## config.mk

```make
export PLATFORM = sky130hd
export DESIGN_NAME = wdt_rst_req
export DESIGN_NICKNAME = d
export VERILOG_FILES = /design/src/rtl/wdt_rst_req_pkg.sv /design/src/rtl/wdt_rst_req.sv
export SDC_FILE = /design/constraint.sdc
export NUM_CORES = 1
export LEC_CHECK = 0
export BUFFER_PORTS_ARGS = -buffer_cell sky130_fd_sc_hd__buf_4
export CORE_MARGIN = 4
export CORE_UTILIZATION = 25
export DETAILED_ROUTE_END_ITERATION = 6
export MAX_ROUTING_LAYER = met4
export PLACE_DENSITY_LB_ADDON = 0.08
export SETUP_SLACK_MARGIN = 0.4
export SLEW_MARGIN = 20
export SYNTH_ARGS = -nofsm -noshare
export SYNTH_HDL_FRONTEND = slang
export SYNTH_SLANG_ARGS = --single-unit
```

## constraint.sdc

```tcl
create_clock -name clk -period 2.6 [get_ports clk]
set_input_delay 0.52 -clock clk [delete_from_list [all_inputs] [get_ports clk]]
set_output_delay 0.52 -clock clk [all_outputs]
set_load 0.02 [all_outputs]
```

## src/rtl/wdt_rst_req_pkg.sv

```systemverilog
// Shared definitions for the watchdog, the reset generator and the reset-cause status register.
package wdt_rst_req_pkg;

    typedef enum logic [1:0] {
        IDLE = 2'd0,
        RUN  = 2'd1,
        FIRE = 2'd2
    } wdt_state_t;

    localparam int unsigned CNT_W  = 32;
    localparam int unsigned PCNT_W = 16;
    localparam int unsigned FCNT_W = 8;

    localparam logic [FCNT_W-1:0] FCNT_MAX = 8'd255;

    // Increment that sticks at FCNT_MAX so the count never wraps back to a small value.
    function automatic logic [FCNT_W-1:0] fcnt_sat_inc(input logic [FCNT_W-1:0] v);
        return (v == FCNT_MAX) ? v : v + 1'b1;
    endfunction

endpackage

```

## src/rtl/wdt_rst_req.sv

```systemverilog
// Watchdog timer: counts idle cycles since the last kick and issues a fixed-length
// reset request pulse on timeout, with warning, sticky cause flag and fire counter.
module wdt_rst_req
    import wdt_rst_req_pkg::*;
#(
    parameter int unsigned TIMEOUT     = 1000*1000*100,
    parameter int unsigned WARN_MARGIN = 1000*1000*10,
    parameter int unsigned PULSE_LEN   = 16
) (
    input  logic              clk,
    input  logic              rst_in,
    input  logic              enable,
    input  logic              kick,
    input  logic              clear_cause,
    output logic              rst_req,
    output logic              warn,
    output logic              fired,
    output logic [FCNT_W-1:0] fire_cnt,
    output logic [CNT_W-1:0]  cnt_out
);

    localparam logic [CNT_W-1:0]  TERM    = CNT_W'(TIMEOUT - 1);
    localparam logic [CNT_W-1:0]  WARN_AT = CNT_W'(TIMEOUT - WARN_MARGIN);
    localparam logic [PCNT_W-1:0] PEND    = PCNT_W'(PULSE_LEN - 1);

    wdt_state_t        state, state_n;
    logic [CNT_W-1:0]  cnt, cnt_n, cnt_inc;
    logic [PCNT_W-1:0] pcnt, pcnt_n;
    logic              rst_req_n, warn_n, fired_n;
    logic [FCNT_W-1:0] fire_cnt_n;

    always_ff @(posedge clk or posedge rst_in) begin
        if (rst_in) begin
            state    <= IDLE;
            cnt      <= '0;
            pcnt     <= '0;
            rst_req  <= 1'b0;
            warn     <= 1'b0;
            fired    <= 1'b0;
            fire_cnt <= '0;
        end else begin
            state    <= state_n;
            cnt      <= cnt_n;
            pcnt     <= pcnt_n;
            rst_req  <= rst_req_n;
            warn     <= warn_n;
            fired    <= fired_n;
            fire_cnt <= fire_cnt_n;
        end
    end

    assign cnt_inc = cnt + 1'b1;

    always_comb begin
        state_n    = state;
        cnt_n      = cnt;
        pcnt_n     = pcnt;
        rst_req_n  = rst_req;
        warn_n     = warn;
        fired_n    = fired;
        fire_cnt_n = fire_cnt;

        // Clear is applied first so a coincident fire increments from zero and wins.
        if (clear_cause) begin
            fired_n    = 1'b0;
            fire_cnt_n = '0;
        end

        case (state)
            IDLE: begin
                cnt_n     = '0;
                warn_n    = 1'b0;
                rst_req_n = 1'b0;
                if (enable) begin
                    state_n = RUN;
                end
            end

            RUN: begin
                if (!enable) begin
                    state_n = IDLE;
                    cnt_n   = '0;
                    warn_n  = 1'b0;
                end else if (kick) begin
                    cnt_n  = '0;
                    warn_n = 1'b0;
                end else if (cnt == TERM) begin
                    state_n    = FIRE;
                    rst_req_n  = 1'b1;
                    pcnt_n     = '0;
                    cnt_n      = '0;
                    warn_n     = 1'b0;
                    fired_n    = 1'b1;
                    fire_cnt_n = fcnt_sat_inc(fire_cnt_n);
                end else begin
                    cnt_n  = cnt_inc;
                    warn_n = (cnt_inc >= WARN_AT);
                end
            end

            FIRE: begin
                if (pcnt == PEND) begin
                    rst_req_n = 1'b0;
                    pcnt_n    = '0;
                    cnt_n     = '0;
                    state_n   = enable ? RUN : IDLE;
                end else begin
                    pcnt_n = pcnt + 1'b1;
                end
            end

            default: begin
                state_n   = IDLE;
                cnt_n     = '0;
                pcnt_n    = '0;
                rst_req_n = 1'b0;
                warn_n    = 1'b0;
            end
        endcase
    end

    assign cnt_out = cnt;

endmodule

```

## Word-level counts from Yosys, hierarchy flattened

Cells that the tools add are included.

| word-level totals | value |
|---|---|
| register bits | 61 |
| output and inout bits | 43 |
| input port bits | 5 |
| word-level logic and storage cells | 65 |

| cells by class | value |
|---|---|
| bitwise operators | 1 |
| equal/unequal tests | 12 |
| add/sub/neg operators | 3 |
| order comparisons | 1 |
| reduce and logical (&&, ||, !) cells | 4 |
| mux-type cells | 37 |

Operators by type and width:

| kind | count |
|---|---|
| 32-bit 2-to-1 mux | 4 |
| 16-bit 2-to-1 mux | 4 |
| 32-bit one-hot mux with 2 select lines | 1 |
| 8-bit 2-to-1 mux | 6 |
| 16-bit one-hot mux with 3 select lines | 1 |
| 32-bit by 1-bit adder with 32-bit output, second input constant | 1 |
| 32-bit by 27-bit == test with 1-bit output, second input constant | 1 |
| 32-bit by 27-bit greater-or-equal comparator with 1-bit output, second input constant | 1 |
| 16-bit by 1-bit adder with 16-bit output, second input constant | 1 |
| 16-bit by 4-bit == test with 1-bit output, second input constant | 1 |
| 1-bit 2-to-1 mux | 13 |
| 4-bit AND reduction | 3 |
| 2-bit 2-to-1 mux | 5 |
| 2-bit != test, second input constant | 5 |
| 8-bit by 1-bit adder with 8-bit output, second input constant | 1 |
| 8-bit == test, second input constant | 1 |
| 3-bit != test, second input constant | 2 |
| 2-bit one-hot mux with 3 select lines | 1 |
| 1-bit one-hot mux with 2 select lines | 2 |
| 2-bit by 1-bit == test with 1-bit output, second input constant | 1 |
| 2-bit == test, second input constant | 1 |
| 2-bit zero test | 1 |
| 1-bit NOT | 1 |

## Depth between registers and ports, before layout

Gate-level depths: netlist (run 1).

| depth | value |
|---|---|
| depth in word-level cells | 7 |
| gate-level depth with buffers | 11 |
| depth with buffers taken out | 9 |

## Worst setup path after synthesis (run 1)

OpenSTA, ideal clock, no wires.

| timing path | value |
|---|---|
| kind | register to register |
| start point | register cnt[0], in the netlist cnt_out[0] |
| end point | register warn |
| period minus slack after synthesis | 2.520 ns |
| path buffers | 0 |
| cell stages (with the launch flop) | 9 |
| data required time | 2.466 ns |
| setup time | 0.134 ns |
| setup slack | 0.080 ns |
| arrival | 2.386 ns |
| cells stage by stage | dfrtp_1 -> ha_1 -> nand3_2 -> or4_4 -> or4b_1 -> nand3_1 -> o211a_1 -> o211a_1 -> o211ai_1 |

| on the way | value |
|---|---|
| cells in the longest elaborated chain, start to end | 6 |
| elaborated cells on any way between the ends | 7 |
| classes of those cells | add/sub (1); order compare (1); eq/ne (1); mux (4) |

RTL lines:

| item | RTL line | source |
|---|---|---|
| start: declaration | wdt_rst_req.sv:27 | `logic [CNT_W-1:0] cnt, cnt_n, cnt_inc;` |
| start signal: assignment | wdt_rst_req.sv:43 | `cnt <= cnt_n;` |
| 32-bit by 1-bit adder with 32-bit output | wdt_rst_req.sv:52 | `assign cnt_inc = cnt + 1'b1;` |
| 32-bit by 27-bit greater-or-equal comparator with 1-bit output | wdt_rst_req.sv:97 | `warn_n = (cnt_inc >= WARN_AT);` |
| 1-bit 2-to-1 mux (*) | wdt_rst_req.sv:87 | `end else if (cnt == TERM) begin` |
| 1-bit 2-to-1 mux (*) | wdt_rst_req.sv:84 | `end else if (kick) begin` |
| 1-bit 2-to-1 mux (*) | wdt_rst_req.sv:80 | `if (!enable) begin` |
| 1-bit one-hot mux with 2 select lines (*) | wdt_rst_req.sv:69 | `case (state)` |
| end signal: assignment | wdt_rst_req.sv:46 | `warn <= warn_n;` |
| end: declaration | wdt_rst_req.sv:16 | `output logic warn,` |

Mark *: on every way between the ends. The rest lies on a longest branch, timed or not.
A chain may end at the register's enable or synchronous reset.

## Worst setup path in the final report (run 1)

| timing path | value |
|---|---|
| start point | register cnt[1], in the netlist cnt_out[1] |
| end point | register warn |

The elaborated chain is that of the path after synthesis.

==> results of run 1 <==
==> how the worst max path moves through the flow <==
stage	from	endpoint	slack, ns	cells after the start
5_1_grt	cnt_out[1]	warn	0.10	8
2_1_floorplan	cnt_out[0]	warn	0.30	8
3_5_place_dp	kick	cnt_out[3]	0.07	7
3_3_place_gp	cnt_out[2]	warn	0.06	8
4_1_cts	cnt_out[1]	warn	0.16	10
6_report	cnt_out[1]	warn	0.20	8
==> sequential cells by signal, summed over array words and instances (netlist names) <==
name	cells
rst_req	1
state	2
pcnt	16
fire_cnt	8
cnt_out	32
warn	1
fired	1
==> power groups by stage <==
stage | logic, W | registers, W | clock network, W
after floorplan | 0.0000367 | 0.000972 | 0
after global placement | 0.0000656 | 0.000971 | 0
after detailed placement | 0.0000658 | 0.000971 | 0
after CTS | 0.0000909 | 0.000954 | 0.00145
after global routing | 0.0000991 | 0.000953 | 0.00150
final | 0.0000884 | 0.000954 | 0.00141
==> layout by cell type, fill, tap and decap left out, types with 3 or more instances in the layout <==
cell	instances
buf_4	97
nand2_1	56
dfrtp_1	47
o21ai_1	38
nor2_1	31
o21ai_0	28
nand3_1	26
and3_1	18
a21oi_1	15
dfrtp_2	14
o31ai_1	13
nand4_1	13
xor2_1	9
clkbuf_16	9
and4_1	8
a31oi_1	8
nor4_1	7
a22o_1	5
nor4_2	5
and2_1	5
xnor2_1	5
and2_0	4
nor2b_1	4
nand2b_1	4
nor3_1	4
inv_1	3
mux2i_1	3
bufinv_16	3
buf_12	3
buf_6	3
==> synthesized netlist by cell type (3+ instances only) <==
cell and number:
and4_1 9, buf_2 11, a21oi_1 15, nand2_1 56
xor2_1 9, nor2_1 31, a31oi_1 8, xnor2_1 5
o21ai_1 37, nor4_1 11, nand4_1 13, ha_1 4
and3_1 20, nor2b_1 7, nor3_1 5, o21ai_0 29
clkbuf_1 21, o31ai_1 13, inv_1 4, dfrtp_1 61
nand2b_1 5, and2_0 5, mux2i_1 3, a22o_1 5
and2_1 6, nand3_1 27
==> cell type report <==
| type | instances | area share [%] |
|---|---|---|
| Sequential cell | 61 | 29.14 |
| Inverter | 4 | 0.2834 |
| Clock buffer | 12 | 4.652 |
| Multi-Input combinational cell | 361 | 42.53 |
| Clock inverter | 4 | 1.795 |
| Timing Repair Buffer | 106 | 17.17 |
| Tap cell | 188 | 4.439 |
==> layer usage <==
layer | global-route usage (%) | vias up | wire length, um
met5 | - | - | 0
met4 | 6.593 | 0 | 258
met3 | 2.710 | 15 | 405
met2 | 24.47 | 73 | 5997
met1 | 19.75 | 1839 | 6060
li1 | - | 1861 | -
==> stage by stage <==
| step | cell area, um2 | instances | utilization, % | hold WS [ns] |
|---|---|---|---|---|
| after floorplan | 3889 | 459 | - | 0.4414 |
| after global placement | 4628 | 699 | 30.67 | 0.4854 |
| after detailed placement | 4628 | 699 | 30.67 | 0.4876 |
| after CTS | 5224 | 730 | 34.62 | 0.2322 |
| after global routing | 5299 | 736 | 35.12 | 0.2640 |
| final | 5299 | 736 | 35.12 | 0.2088 |
==> kinds of logic after synthesis <==
logic type	synth area share (%)
AOI/OAI and AO/OA	20.36
xor gates and xnor gates	3.197
adders and majority gates	1.305
buffers and inverters	4.078
DFF	39.80
muxes	1.077
and+or+nand+nor	30.18
==> repair_timing <==
item,CTS,global route
pin swaps,6,5
endpoints found under the hold margin,0,0
setup buffers,12,6
cloned,3,0
endpoints found under the setup margin,25,52
hold buffers,0,0
resized for setup,23,10
==> flow_summary.html, run 1 <==
<table>
<tr><th>Metric</th><th>Value</th></tr>
<tr><th colspan="2">Pwr</th></tr>
<tr><td>Total Power</td><td>approximately 0.0025 W</td></tr>
<tr><td>Net Switching</td><td>0.0005031 W</td></tr>
<tr><td>Standby leakage power</td><td>around 2.3 nW</td></tr>
<tr><td>Sw Share</td><td>between 20% and 30%</td></tr>
<tr><td>Share of total power in sequential cells</td><td>38.9%</td></tr>
<tr><td>Combinational Power Share</td><td>between 3 and 4%</td></tr>
<tr><td>Power density cells</td><td>463.0 nW/um2</td></tr>
<tr><td>Clock power share</td><td>a little under three fifths</td></tr>
<tr><td>Internal portion of total power</td><td>~0.0020 W</td></tr>
<tr><td>Worst IR Drop VDD</td><td>0.0002977 V</td></tr>
<tr><th colspan="2">Cells and area</th></tr>
<tr><td>Area overhead of the layout relative to synthesis</td><td>38.17%</td></tr>
<tr><td>Total area of multi-input combinational cells</td><td>about 2300 um2</td></tr>
<tr><td>Nets@finish</td><td>roughly 550</td></tr>
<tr><td>Layout filler cell count</td><td>approximately 1500</td></tr>
<tr><td>Diode insertion count for antenna repair</td><td>0</td></tr>
<tr><td>Fraction of final layout cells with drive strength greater than 1</td><td>just under 30%</td></tr>
<tr><td>Register area</td><td>approximately 1500 um2</td></tr>
<tr><th colspan="2">Timing</th></tr>
<tr><td>Max Clock Freq</td><td>0.4175 GHz</td></tr>
<tr><td>Post-layout min period</td><td>2.395 ns</td></tr>
<tr><td>Post-route setup slack</td><td>0.2046 ns</td></tr>
<tr><td>Tcrit/Tclk final</td><td>92.13%</td></tr>
<tr><td>Final hold viol count</td><td>0</td></tr>
<tr><td>RSZ-0062 raised after global routing</td><td>true</td></tr>
<tr><td>Setup clock skew after layout</td><td>around 0.0076 ns</td></tr>
<tr><td>Worst rel slew slack</td><td>66.24%</td></tr>
<tr><td>Number of max-slew violations in the final report</td><td>0</td></tr>
<tr><td>Final setup viols</td><td>0</td></tr>
<tr><td>Sum of negative setup slack</td><td>0 ns</td></tr>
<tr><td>Actual slew at the worst max-slew pin</td><td>just over 0.5 ns</td></tr>
<tr><th colspan="2">GRT</th></tr>
<tr><td>GR Overflow Total</td><td>0</td></tr>
<tr><td>Number of antenna violations at the first check in global routing</td><td>0</td></tr>
<tr><td>Largest net degree at the start of global routing</td><td>slightly above 40</td></tr>
<tr><td>Wire length of the first global-routing pass</td><td>around 21000 um</td></tr>
<tr><td>Number of global-route vias before repair</td><td>between 3000 and 4000</td></tr>
<tr><td>Overall fraction of global-route tracks in use</td><td>approximately 16%</td></tr>
<tr><th colspan="2">Place</th></tr>
<tr><td>Number of port buffers</td><td>47</td></tr>
<tr><td>Gpl congestion</td><td>0.7814</td></tr>
<tr><td>Placement-stage worst setup slack</td><td>~0.068 ns</td></tr>
<tr><td>Final HPWL from detailed placement</td><td>around 8500 um</td></tr>
<tr><th colspan="2">Clock network</th></tr>
<tr><td>Clk Tree Root Cell</td><td>clkbuf_16</td></tr>
<tr><td>Total clock sinks</td><td>61</td></tr>
<tr><td>TritonCTS clock tree</td><td>built</td></tr>
<tr><td>H-tree depth</td><td>3</td></tr>
<tr><td>Clk_lat worst skew</td><td>between 0.3 and 0.4 ns</td></tr>
<tr><td>Clock transition at path regs</td><td>0.06 ns</td></tr>
<tr><td>Cts bufs inserted</td><td>9</td></tr>
<tr><td>Clock Tree Buf Depth</td><td>2</td></tr>
<tr><th colspan="2">Synthesis</th></tr>
<tr><td>Leading area contributor after synthesis</td><td>dfrtp_1</td></tr>
<tr><td>FFs w/ async S/R, synth</td><td>between 90% and 100%</td></tr>
<tr><td>Net Count, Synth</td><td>~470</td></tr>
<tr><td>Area share of the largest cell type after synthesis</td><td>between 30% and 40%</td></tr>
<tr><td>#FFs+latches synth</td><td>just over 60</td></tr>
<tr><td>Most used flip-flop cell after synthesis</td><td>dfrtp_1</td></tr>
<tr><td>Avg Cell Area, Syn</td><td>approximately 8.4 um2</td></tr>
<tr><td>Post-synthesis sequential area ratio</td><td>about 40%</td></tr>
<tr><td>Synthesized instance count</td><td>~460</td></tr>
<tr><td>Netlist area before placement</td><td>roughly 3800 um2</td></tr>
<tr><td>Largest cells by area after synthesis</td><td>dfrtp_1 (40%), nand2_1 (5.5%), o21ai_1 (4.8%)</td></tr>
<tr><td>Yosys warning count</td><td>0</td></tr>
<tr><td>Synth cell types</td><td>between 50 and 60</td></tr>
<tr><td>Post-synth EDFFs</td><td>0</td></tr>
<tr><th colspan="2">Worst setup path</th></tr>
<tr><td>Data required time of the critical path</td><td>~2.8 ns</td></tr>
<tr><td>Cell with the largest stage delay on the worst path</td><td>or4_4</td></tr>
<tr><td>Largest delay share family, worst path</td><td>simple AND/OR/NAND/NOR gates</td></tr>
<tr><td>Startpoint of the most critical register-to-register path</td><td>cnt_out[1]</td></tr>
<tr><td>Critical-path maximum fanout</td><td>8</td></tr>
<tr><td>Worst EP arrival</td><td>2.61 ns</td></tr>
<tr><td>Cell Chain, Critical Path</td><td>ha_4, nand3_4, or4_4, or4b_1, nand3_1, o211a_1, o211a_1, o211ai_1</td></tr>
<tr><td>Internal reg-to-reg setup slack</td><td>0.20 ns</td></tr>
<tr><td>Buffers and inverters on the worst path</td><td>0</td></tr>
<tr><td>R2R depth</td><td>8</td></tr>
<tr><td>Stage delay of the slowest cell on the critical path</td><td>about 0.56 ns</td></tr>
<tr><td>End of the worst register-to-register path</td><td>warn</td></tr>
<tr><td>CP endpoint kind</td><td>register</td></tr>
<tr><td>CP Launch Type</td><td>register</td></tr>
<tr><td>Worst setup path category</td><td>register to register</td></tr>
<tr><td>Cell occurring most often along the worst timing path</td><td>o211a_1</td></tr>
<tr><th colspan="2">Outcome</th></tr>
<tr><td>Result of the run</td><td>finished clean</td></tr>
<tr><th colspan="2">Detailed routing</th></tr>
<tr><td>Total vias in the final route</td><td>roughly 3800</td></tr>
<tr><td>DRC violations left</td><td>0</td></tr>
<tr><td>Number of DRC markers after the initial detailed-route iteration</td><td>roughly 250</td></tr>
<tr><td>Average wire per cell in the routed design</td><td>about 17 um</td></tr>
<tr><td>Drt via density</td><td>about 5</td></tr>
<tr><td>Post-Route WL</td><td>12720 um</td></tr>
<tr><td>Detailed-routing iteration count for the pre-antenna-repair pass</td><td>4</td></tr>
<tr><td>Final antenna-violating net count</td><td>0</td></tr>
<tr><th colspan="2">Floorplan</th></tr>
<tr><td>Ports</td><td>48</td></tr>
<tr><td>Die Ht</td><td>between 100 and 150 um</td></tr>
<tr><td>Area of the die</td><td>between 15000 and 20000 um2</td></tr>
<tr><td>Width of the die</td><td>around 130 um</td></tr>
<tr><td>Core Footprint</td><td>around 15000 um2</td></tr>
<tr><td>Initial core utilization</td><td>approximately a quarter</td></tr>
<tr><td>Num rows</td><td>45</td></tr>
<tr><th colspan="2">Min path</th></tr>
<tr><td>Path type of the worst min-delay path</td><td>input pin to asynchronous set/reset pin</td></tr>
<tr><th colspan="2">Job</th></tr>
<tr><td>Number of maximum-capacitance constraint violations</td><td>0</td></tr>
</table>
Power figures use the tool's default switching activity.
==> run 2: changes to the inputs <==
--- a/config.mk
+++ b/config.mk
@@ -11,6 +11,7 @@
 export DETAILED_ROUTE_END_ITERATION = 6
 export MAX_ROUTING_LAYER = met4
 export PLACE_DENSITY_LB_ADDON = 0.08
+export RECOVER_POWER = 100
 export SETUP_SLACK_MARGIN = 0.4
 export SLEW_MARGIN = 20
 export SYNTH_ARGS = -nofsm -noshare
==> run 2 against run 1 <==
  * Utilization shrank 1.2 points
  * Cell count is the same
  * Sequential power is essentially flat
  * Worst setup slack lost 0.0040 ns
  * Die area is the same
  * Via count grew 1.2%
  * Critical endpoint unchanged
==> flow_summary.html, run 2 (synthesized netlist as in run 1, its figures left out) <==
<table>
<tr><th>Metric</th><th>Value</th></tr>
<tr><th colspan="2">Timing</th></tr>
<tr><td>RSZ-0062 raised after global routing</td><td>true</td></tr>
<tr><td>Actual slew at the worst max-slew pin</td><td>1.093 ns</td></tr>
<tr><td>Sum of negative setup slack</td><td>0 ns</td></tr>
<tr><td>Worst rel slew slack</td><td>approximately 27%</td></tr>
<tr><td>Tcrit/Tclk final</td><td>around 92%</td></tr>
<tr><td>WHS</td><td>approximately 0.36 ns</td></tr>
<tr><td>Post-layout min period</td><td>2.399 ns</td></tr>
<tr><td>Number of max-slew violations in the final report</td><td>0</td></tr>
<tr><td>Final hold viol count</td><td>0</td></tr>
<tr><td>Final setup viols</td><td>0</td></tr>
<tr><td>Max Clock Freq</td><td>between 0.4 and 0.5 GHz</td></tr>
<tr><td>Setup clock skew after layout</td><td>about 0.0061 ns</td></tr>
<tr><th colspan="2">Outcome</th></tr>
<tr><td>Result of the run</td><td>finished clean</td></tr>
<tr><th colspan="2">Min path</th></tr>
<tr><td>Path type of the worst min-delay path</td><td>input pin to asynchronous set/reset pin</td></tr>
<tr><th colspan="2">Place</th></tr>
<tr><td>Final HPWL from detailed placement</td><td>around 8500 um</td></tr>
<tr><td>Gpl congestion</td><td>approximately 0.8</td></tr>
<tr><td>Number of port buffers</td><td>between 40 and 50</td></tr>
<tr><th colspan="2">Detailed routing</th></tr>
<tr><td>Total vias in the final route</td><td>3832</td></tr>
<tr><td>Drt via density</td><td>about 5.2</td></tr>
<tr><td>Detailed-routing iteration count for the pre-antenna-repair pass</td><td>4</td></tr>
<tr><td>Post-Route WL</td><td>around 13000 um</td></tr>
<tr><td>DRC violations left</td><td>0</td></tr>
<tr><td>Average wire per cell in the routed design</td><td>between 15 and 20 um</td></tr>
<tr><td>Final antenna-violating net count</td><td>0</td></tr>
<tr><td>Number of DRC markers after the initial detailed-route iteration</td><td>roughly 250</td></tr>
<tr><th colspan="2">Worst setup path</th></tr>
<tr><td>Cell occurring most often along the worst timing path</td><td>o211a_1</td></tr>
<tr><td>Cell with the largest stage delay on the worst path</td><td>or4_4</td></tr>
<tr><td>Data required time of the critical path</td><td>2.81 ns</td></tr>
<tr><td>Stage delay of the slowest cell on the critical path</td><td>around 0.57 ns</td></tr>
<tr><td>CP endpoint kind</td><td>register</td></tr>
<tr><td>Largest delay share family, worst path</td><td>simple AND/OR/NAND/NOR gates</td></tr>
<tr><td>Critical-path maximum fanout</td><td>8</td></tr>
<tr><td>CP Launch Type</td><td>register</td></tr>
<tr><td>Worst EP arrival</td><td>approximately 2.6 ns</td></tr>
<tr><td>Internal reg-to-reg setup slack</td><td>0.20 ns</td></tr>
<tr><td>Buffers and inverters on the worst path</td><td>0</td></tr>
<tr><td>Cell Chain, Critical Path</td><td>ha_4, nand3_4, or4_4, or4b_1, nand3_1, o211a_1, o211a_1, o211ai_1</td></tr>
<tr><td>Worst setup path category</td><td>register to register</td></tr>
<tr><th colspan="2">Pwr</th></tr>
<tr><td>Net Switching</td><td>~0.00050 W</td></tr>
<tr><td>Combinational Power Share</td><td>around 3.4%</td></tr>
<tr><td>Total Power</td><td>about 0.0024 W</td></tr>
<tr><td>Worst IR Drop VDD</td><td>roughly 0.00030 V</td></tr>
<tr><td>Sw Share</td><td>roughly a fifth</td></tr>
<tr><td>Share of total power in sequential cells</td><td>39.0%</td></tr>
<tr><td>Internal portion of total power</td><td>between 0.0015 and 0.002 W</td></tr>
<tr><td>Standby leakage power</td><td>2.158 nW</td></tr>
<tr><td>Power density cells</td><td>about 480 nW/um2</td></tr>
<tr><td>Clock power share</td><td>~58%</td></tr>
<tr><th colspan="2">Floorplan</th></tr>
<tr><td>Core Footprint</td><td>about 15000 um2</td></tr>
<tr><td>Num rows</td><td>45</td></tr>
<tr><td>Initial core utilization</td><td>25.41%</td></tr>
<tr><td>Ports</td><td>48</td></tr>
<tr><td>Area of the die</td><td>roughly 17000 um2</td></tr>
<tr><td>Width of the die</td><td>131.9 um</td></tr>
<tr><td>Die Ht</td><td>131.9 um</td></tr>
<tr><th colspan="2">Cells and area</th></tr>
<tr><td>Nets@finish</td><td>roughly 550</td></tr>
<tr><td>Highest-count cells in the layout ignoring fill and taps</td><td>buf_4 (63), dfrtp_1 (57), nand2_1 (56)</td></tr>
<tr><td>Final core area utilization</td><td>roughly a third</td></tr>
<tr><td>Diode insertion count for antenna repair</td><td>0</td></tr>
<tr><td>Most common cell after layout, fill and taps aside</td><td>buf_4</td></tr>
<tr><td>Number of flip-flops under the largest register name</td><td>32</td></tr>
<tr><td>Register area</td><td>1531 um2</td></tr>
<tr><td>Area overhead of the layout relative to synthesis</td><td>33.47%</td></tr>
<tr><td>Layout filler cell count</td><td>1586</td></tr>
<tr><td>Total area of multi-input combinational cells</td><td>between 2000 and 2500 um2</td></tr>
<tr><td>Fraction of final layout cells with drive strength greater than 1</td><td>between 20% and 30%</td></tr>
<tr><th colspan="2">GRT</th></tr>
<tr><td>Overall fraction of global-route tracks in use</td><td>15.54%</td></tr>
<tr><td>Wire length of the first global-routing pass</td><td>between 20000 and 25000 um</td></tr>
<tr><td>Largest net degree at the start of global routing</td><td>41</td></tr>
<tr><td>Number of global-route vias before repair</td><td>3844</td></tr>
<tr><td>Number of antenna violations at the first check in global routing</td><td>0</td></tr>
<tr><td>GR Overflow Total</td><td>0</td></tr>
<tr><th colspan="2">Clock network</th></tr>
<tr><td>Clk Tree Root Cell</td><td>clkbuf_16</td></tr>
<tr><td>CTS hold repair buffers</td><td>0</td></tr>
<tr><td>Clock transition at path regs</td><td>0.06 ns</td></tr>
<tr><td>TritonCTS clock tree</td><td>built</td></tr>
<tr><td>Cts bufs inserted</td><td>9</td></tr>
<tr><td>Clk_lat worst skew</td><td>~0.34 ns</td></tr>
<tr><td>Clock Tree Buf Depth</td><td>2</td></tr>
<tr><td>H-tree depth</td><td>3</td></tr>
<tr><td>Total clock sinks</td><td>slightly above 60</td></tr>
<tr><th colspan="2">Job</th></tr>
<tr><td>Number of maximum-capacitance constraint violations</td><td>0</td></tr>
</table>
-- run 2: cell types whose count changed in the layout (fill, tap and decap cells not counted), moves of 2 or more --
cell      delta
buf_4       -34
clkbuf_1    +33
dfrtp_1     +10
dfrtp_2     -10
nor4_1       +2
o21ai_0     +23
o21ai_1     -23
-- run 2: power groups by stage --
stage / clock [W] / sequential, W / combinational [W]
after floorplan: 0 / 0.000972 / 0.0000367
after global placement: 0 / 0.000971 / 0.0000656
after detailed placement: 0 / 0.000971 / 0.0000658
after CTS: 0.00145 / 0.000954 / 0.0000909
after global routing: 0.00150 / 0.000954 / 0.0000944
final: 0.00141 / 0.000954 / 0.0000840
-- run 2: stage by stage --
step	std cells	setup slack (ns)	cell area, um2
global placement	699	0.06346	4628
detailed placement	699	0.06762	4628
global route	736	0.06256	5119
CTS	730	0.1575	5224
floorplan	459	0.2999	3889
finish	736	0.2006	5119
-- run 2: timing repair --
item	in CTS	in global routing
setup endpoints to repair	25	52
resized for setup	23	10
pin swaps	6	5
gates cloned	3	0
setup buffers	12	6
-- run 2: final timing paths --
kind,endpoint,start,cells after the start
min reg2reg,pcnt[15],pcnt[15],1
min,state[0],rst_in,2
max,warn,cnt_out[1],8
min in group clk,state[0],enable,3
max in group asynchronous,cnt_out[1],rst_in,3
max reg2reg,warn,cnt_out[1],8
-- run 2: metal layers --
layer | wire length [um] | track usage, % | vias to the layer above
met1 | 6142 | 19.75 | 1882
met3 | 369 | 2.710 | 16
met4 | 241 | 6.593 | 0
li1 | - | - | 1863
met5 | 0 | - | -
met2 | 6015 | 24.47 | 71
-- run 2: area by class of cell --
cell class / instances / area share, %
Clock buffer: 12 / 4.815
Clock inverter: 4 / 1.858
Inverter: 4 / 0.2933
Multi-Input combinational cell: 361 / 43.46
Sequential cell: 61 / 29.92
Tap cell: 188 / 4.595
Timing Repair Buffer: 106 / 15.06
==> run 3: changes to the inputs <==
--- a/config.mk
+++ b/config.mk
@@ -10,7 +10,7 @@
 export CORE_UTILIZATION = 25
 export DETAILED_ROUTE_END_ITERATION = 6
 export MAX_ROUTING_LAYER = met4
-export PLACE_DENSITY_LB_ADDON = 0.08
+export PLACE_DENSITY = 0.37
 export RECOVER_POWER = 100
 export SETUP_SLACK_MARGIN = 0.4
 export SLEW_MARGIN = 20
==> run 3 against run 2 <==
  * The flow now finishes with violations (capacitance limit, slew limit)
  * Non-clock buffer count rose by 27
  * Worst setup slack improved by 0.030 ns
  * Cell count grew 3.7%
  * First-iteration DRC count shrank 17%
==> flow_summary.html, run 3 (synthesized netlist as in run 1, its figures left out) <==
<table>
<tr><th>Metric</th><th>Value</th></tr>
<tr><th colspan="2">Outcome</th></tr>
<tr><td>Result of the run</td><td>finished with violations</td></tr>
<tr><td>Failing checks</td><td>capacitance limit, slew limit</td></tr>
<tr><th colspan="2">Timing</th></tr>
<tr><td>Worst rel slew slack</td><td>-13.79%</td></tr>
<tr><td>Final hold viol count</td><td>0</td></tr>
<tr><td>Actual slew at the worst max-slew pin</td><td>around 1.7 ns</td></tr>
<tr><td>RSZ-0062 raised after global routing</td><td>true</td></tr>
<tr><td>Post-layout min period</td><td>2.369 ns</td></tr>
<tr><td>Number of max-slew violations in the final report</td><td>between 60 and 70</td></tr>
<tr><td>Max Clock Freq</td><td>0.4220 GHz</td></tr>
<tr><td>Sum of negative setup slack</td><td>0 ns</td></tr>
<tr><td>Setup clock skew after layout</td><td>0.006742 ns</td></tr>
<tr><td>Final setup viols</td><td>0</td></tr>
<tr><td>WHS</td><td>roughly 0.44 ns</td></tr>
<tr><td>Post-route setup slack</td><td>about 0.23 ns</td></tr>
<tr><td>Tcrit/Tclk final</td><td>between 90% and 100%</td></tr>
<tr><th colspan="2">Worst setup path</th></tr>
<tr><td>CP Launch Type</td><td>register</td></tr>
<tr><td>Worst EP arrival</td><td>2.58 ns</td></tr>
<tr><td>Worst Setup SP</td><td>cnt_out[13]</td></tr>
<tr><td>Data required time of the critical path</td><td>approximately 2.8 ns</td></tr>
<tr><td>Capture point of the critical path</td><td>cnt_out[7]</td></tr>
<tr><td>Cell Chain, Critical Path</td><td>clkbuf_1, nand3_1, nor4_1, buf_6, nand2b_4, clkbuf_2, a21oi_1, o21ai_0, o41ai_1</td></tr>
<tr><td>Critical-path maximum fanout</td><td>10</td></tr>
<tr><td>Number of gates on the worst path with buffers counted</td><td>9</td></tr>
<tr><td>Startpoint of the most critical register-to-register path</td><td>cnt_out[13]</td></tr>
<tr><td>Worst setup path category</td><td>register to register</td></tr>
<tr><td>Stage delay of the slowest cell on the critical path</td><td>0.36 ns</td></tr>
<tr><td>CP endpoint kind</td><td>register</td></tr>
<tr><td>Buffers and inverters on the worst path</td><td>3</td></tr>
<tr><td>Largest delay share family, worst path</td><td>buffers and inverters</td></tr>
<tr><td>Cell with the largest stage delay on the worst path</td><td>dfrtp_1</td></tr>
<tr><td>R2R depth</td><td>9</td></tr>
<tr><td>Internal reg-to-reg setup slack</td><td>~0.23 ns</td></tr>
<tr><td>End of the worst register-to-register path</td><td>cnt_out[7]</td></tr>
<tr><th colspan="2">GRT</th></tr>
<tr><td>Number of global-route vias before repair</td><td>3883</td></tr>
<tr><td>Largest net degree at the start of global routing</td><td>62</td></tr>
<tr><td>Wire length of the first global-routing pass</td><td>about 21000 um</td></tr>
<tr><td>Number of antenna violations at the first check in global routing</td><td>0</td></tr>
<tr><td>Overall fraction of global-route tracks in use</td><td>approximately 15%</td></tr>
<tr><td>GR Overflow Total</td><td>0</td></tr>
<tr><th colspan="2">Cells and area</th></tr>
<tr><td>Number of flip-flops under the largest register name</td><td>32</td></tr>
<tr><td>Most common cell after layout, fill and taps aside</td><td>buf_4</td></tr>
<tr><td>Diode insertion count for antenna repair</td><td>0</td></tr>
<tr><td>Layout filler cell count</td><td>around 1600</td></tr>
<tr><td>Nets@finish</td><td>a little under 600</td></tr>
<tr><td>Fraction of final layout cells with drive strength greater than 1</td><td>25.57%</td></tr>
<tr><td>Highest-count cells in the layout ignoring fill and taps</td><td>buf_4 (83), nand2_1 (55), dfrtp_1 (55)</td></tr>
<tr><td>Area overhead of the layout relative to synthesis</td><td>36.61%</td></tr>
<tr><th colspan="2">Clock network</th></tr>
<tr><td>Clock transition at path regs</td><td>0.06 ns</td></tr>
<tr><td>TritonCTS clock tree</td><td>built</td></tr>
<tr><td>Clk_lat worst skew</td><td>around 0.34 ns</td></tr>
<tr><td>Total clock sinks</td><td>a little over 60</td></tr>
<tr><td>Clock Tree Buf Depth</td><td>2</td></tr>
<tr><td>Cts bufs inserted</td><td>9</td></tr>
<tr><td>Clk Tree Root Cell</td><td>clkbuf_16</td></tr>
<tr><td>H-tree depth</td><td>3</td></tr>
<tr><th colspan="2">Pwr</th></tr>
<tr><td>Worst IR Drop VDD</td><td>0.0002879 V</td></tr>
<tr><td>Power density cells</td><td>about 430 nW/um2</td></tr>
<tr><td>Standby leakage power</td><td>between 2 and 2.5 nW</td></tr>
<tr><th colspan="2">Floorplan</th></tr>
<tr><td>Core Footprint</td><td>15090 um2</td></tr>
<tr><td>Ports</td><td>48</td></tr>
<tr><td>Num rows</td><td>45</td></tr>
<tr><td>Width of the die</td><td>roughly 130 um</td></tr>
<tr><td>Initial core utilization</td><td>25.41%</td></tr>
<tr><td>Die Ht</td><td>131.9 um</td></tr>
<tr><td>Area of the die</td><td>roughly 17000 um2</td></tr>
<tr><th colspan="2">Detailed routing</th></tr>
<tr><td>Detailed-routing iteration count for the pre-antenna-repair pass</td><td>5</td></tr>
<tr><td>Drt via density</td><td>~5.2</td></tr>
<tr><td>Number of DRC markers after the initial detailed-route iteration</td><td>around 210</td></tr>
<tr><td>Final antenna-violating net count</td><td>0</td></tr>
<tr><td>Total vias in the final route</td><td>3995</td></tr>
<tr><td>DRC violations left</td><td>0</td></tr>
<tr><td>Post-Route WL</td><td>approximately 14000 um</td></tr>
<tr><td>Average wire per cell in the routed design</td><td>18.16 um</td></tr>
<tr><th colspan="2">Place</th></tr>
<tr><td>Number of port buffers</td><td>47</td></tr>
<tr><td>Placement-stage worst setup slack</td><td>about 0.15 ns</td></tr>
<tr><td>Gpl congestion</td><td>~0.8</td></tr>
<tr><td>Final HPWL from detailed placement</td><td>8435 um</td></tr>
<tr><th colspan="2">Min path</th></tr>
<tr><td>Path type of the worst min-delay path</td><td>input pin to register</td></tr>
<tr><th colspan="2">Job</th></tr>
<tr><td>Number of maximum-capacitance constraint violations</td><td>1</td></tr>
</table>
==> run 3: per-stage QoR <==
stage | total power, W | instance area, um2 | utilization (%) | std cells
floorplan | 0.001009 | 3889 | - | 459
global placement | 0.001037 | 4583 | 30.37 | 693
detailed placement | 0.001038 | 4583 | 30.37 | 693
CTS | 0.002264 | 5106 | 33.84 | 734
global route | 0.002324 | 5239 | 34.72 | 763
finish | 0.002236 | 5239 | 34.72 | 763
==> run 3: worst min path at each step <==
stage | start | endpoint | slack (ns) | cells past startpoint
after CTS | rst_in | fire_cnt[0] | 0.28 | 3
after global routing | clear_cause | fire_cnt[7] | 0.44 | 2
after floorplan | pcnt[15] | pcnt[15] | 0.44 | 1
final | clear_cause | fire_cnt[7] | 0.44 | 2
after global placement | pcnt[3] | pcnt[3] | 0.50 | 1
after detailed placement | pcnt[10] | pcnt[10] | 0.49 | 1
==> run 3: area by class of cell <==
class	instances	area, um2	area share [%]
multi-input combinational	361	2258	43.11
sequential	61	1534	29.28
timing repair buffer	133	904.6	17.27
clock buffer	16	291.5	5.565
tap	188	235.2	4.490
inverter	4	15.01	0.2866
==> run 3: repair_timing <==
action                                  4_1_cts  5_1_grt
pin swaps                                     6       10
hold endpoints to repair                      0        0
hold buffers                                  0        0
buffers inserted                             25       24
gates cloned                                  0        5
gates resized for setup                      14       39
endpoints found under the setup margin       27       46
==> run 3: metal layers <==
layer	wire length (um)	GRT usage (%)	vias to the layer above	share of wire [%]
li1	-	-	1927	-
met1	6523	20.39	1969	47
met2	6648	24.18	78	48
met3	408	2.290	21	2.9
met4	274	5.893	0	2.0
met5	0	-	-	0
==> run 3: where the power goes <==
part | leakage, nW | internal, W | total [W] | switching, W
Combinational | 1.27 | 0.0000244 | 0.0000768 | 0.0000524
Clock | 0.143 | 0.000752 | 0.00121 | 0.000454
Sequential | 0.840 | 0.000952 | 0.000954 | 0.00000211
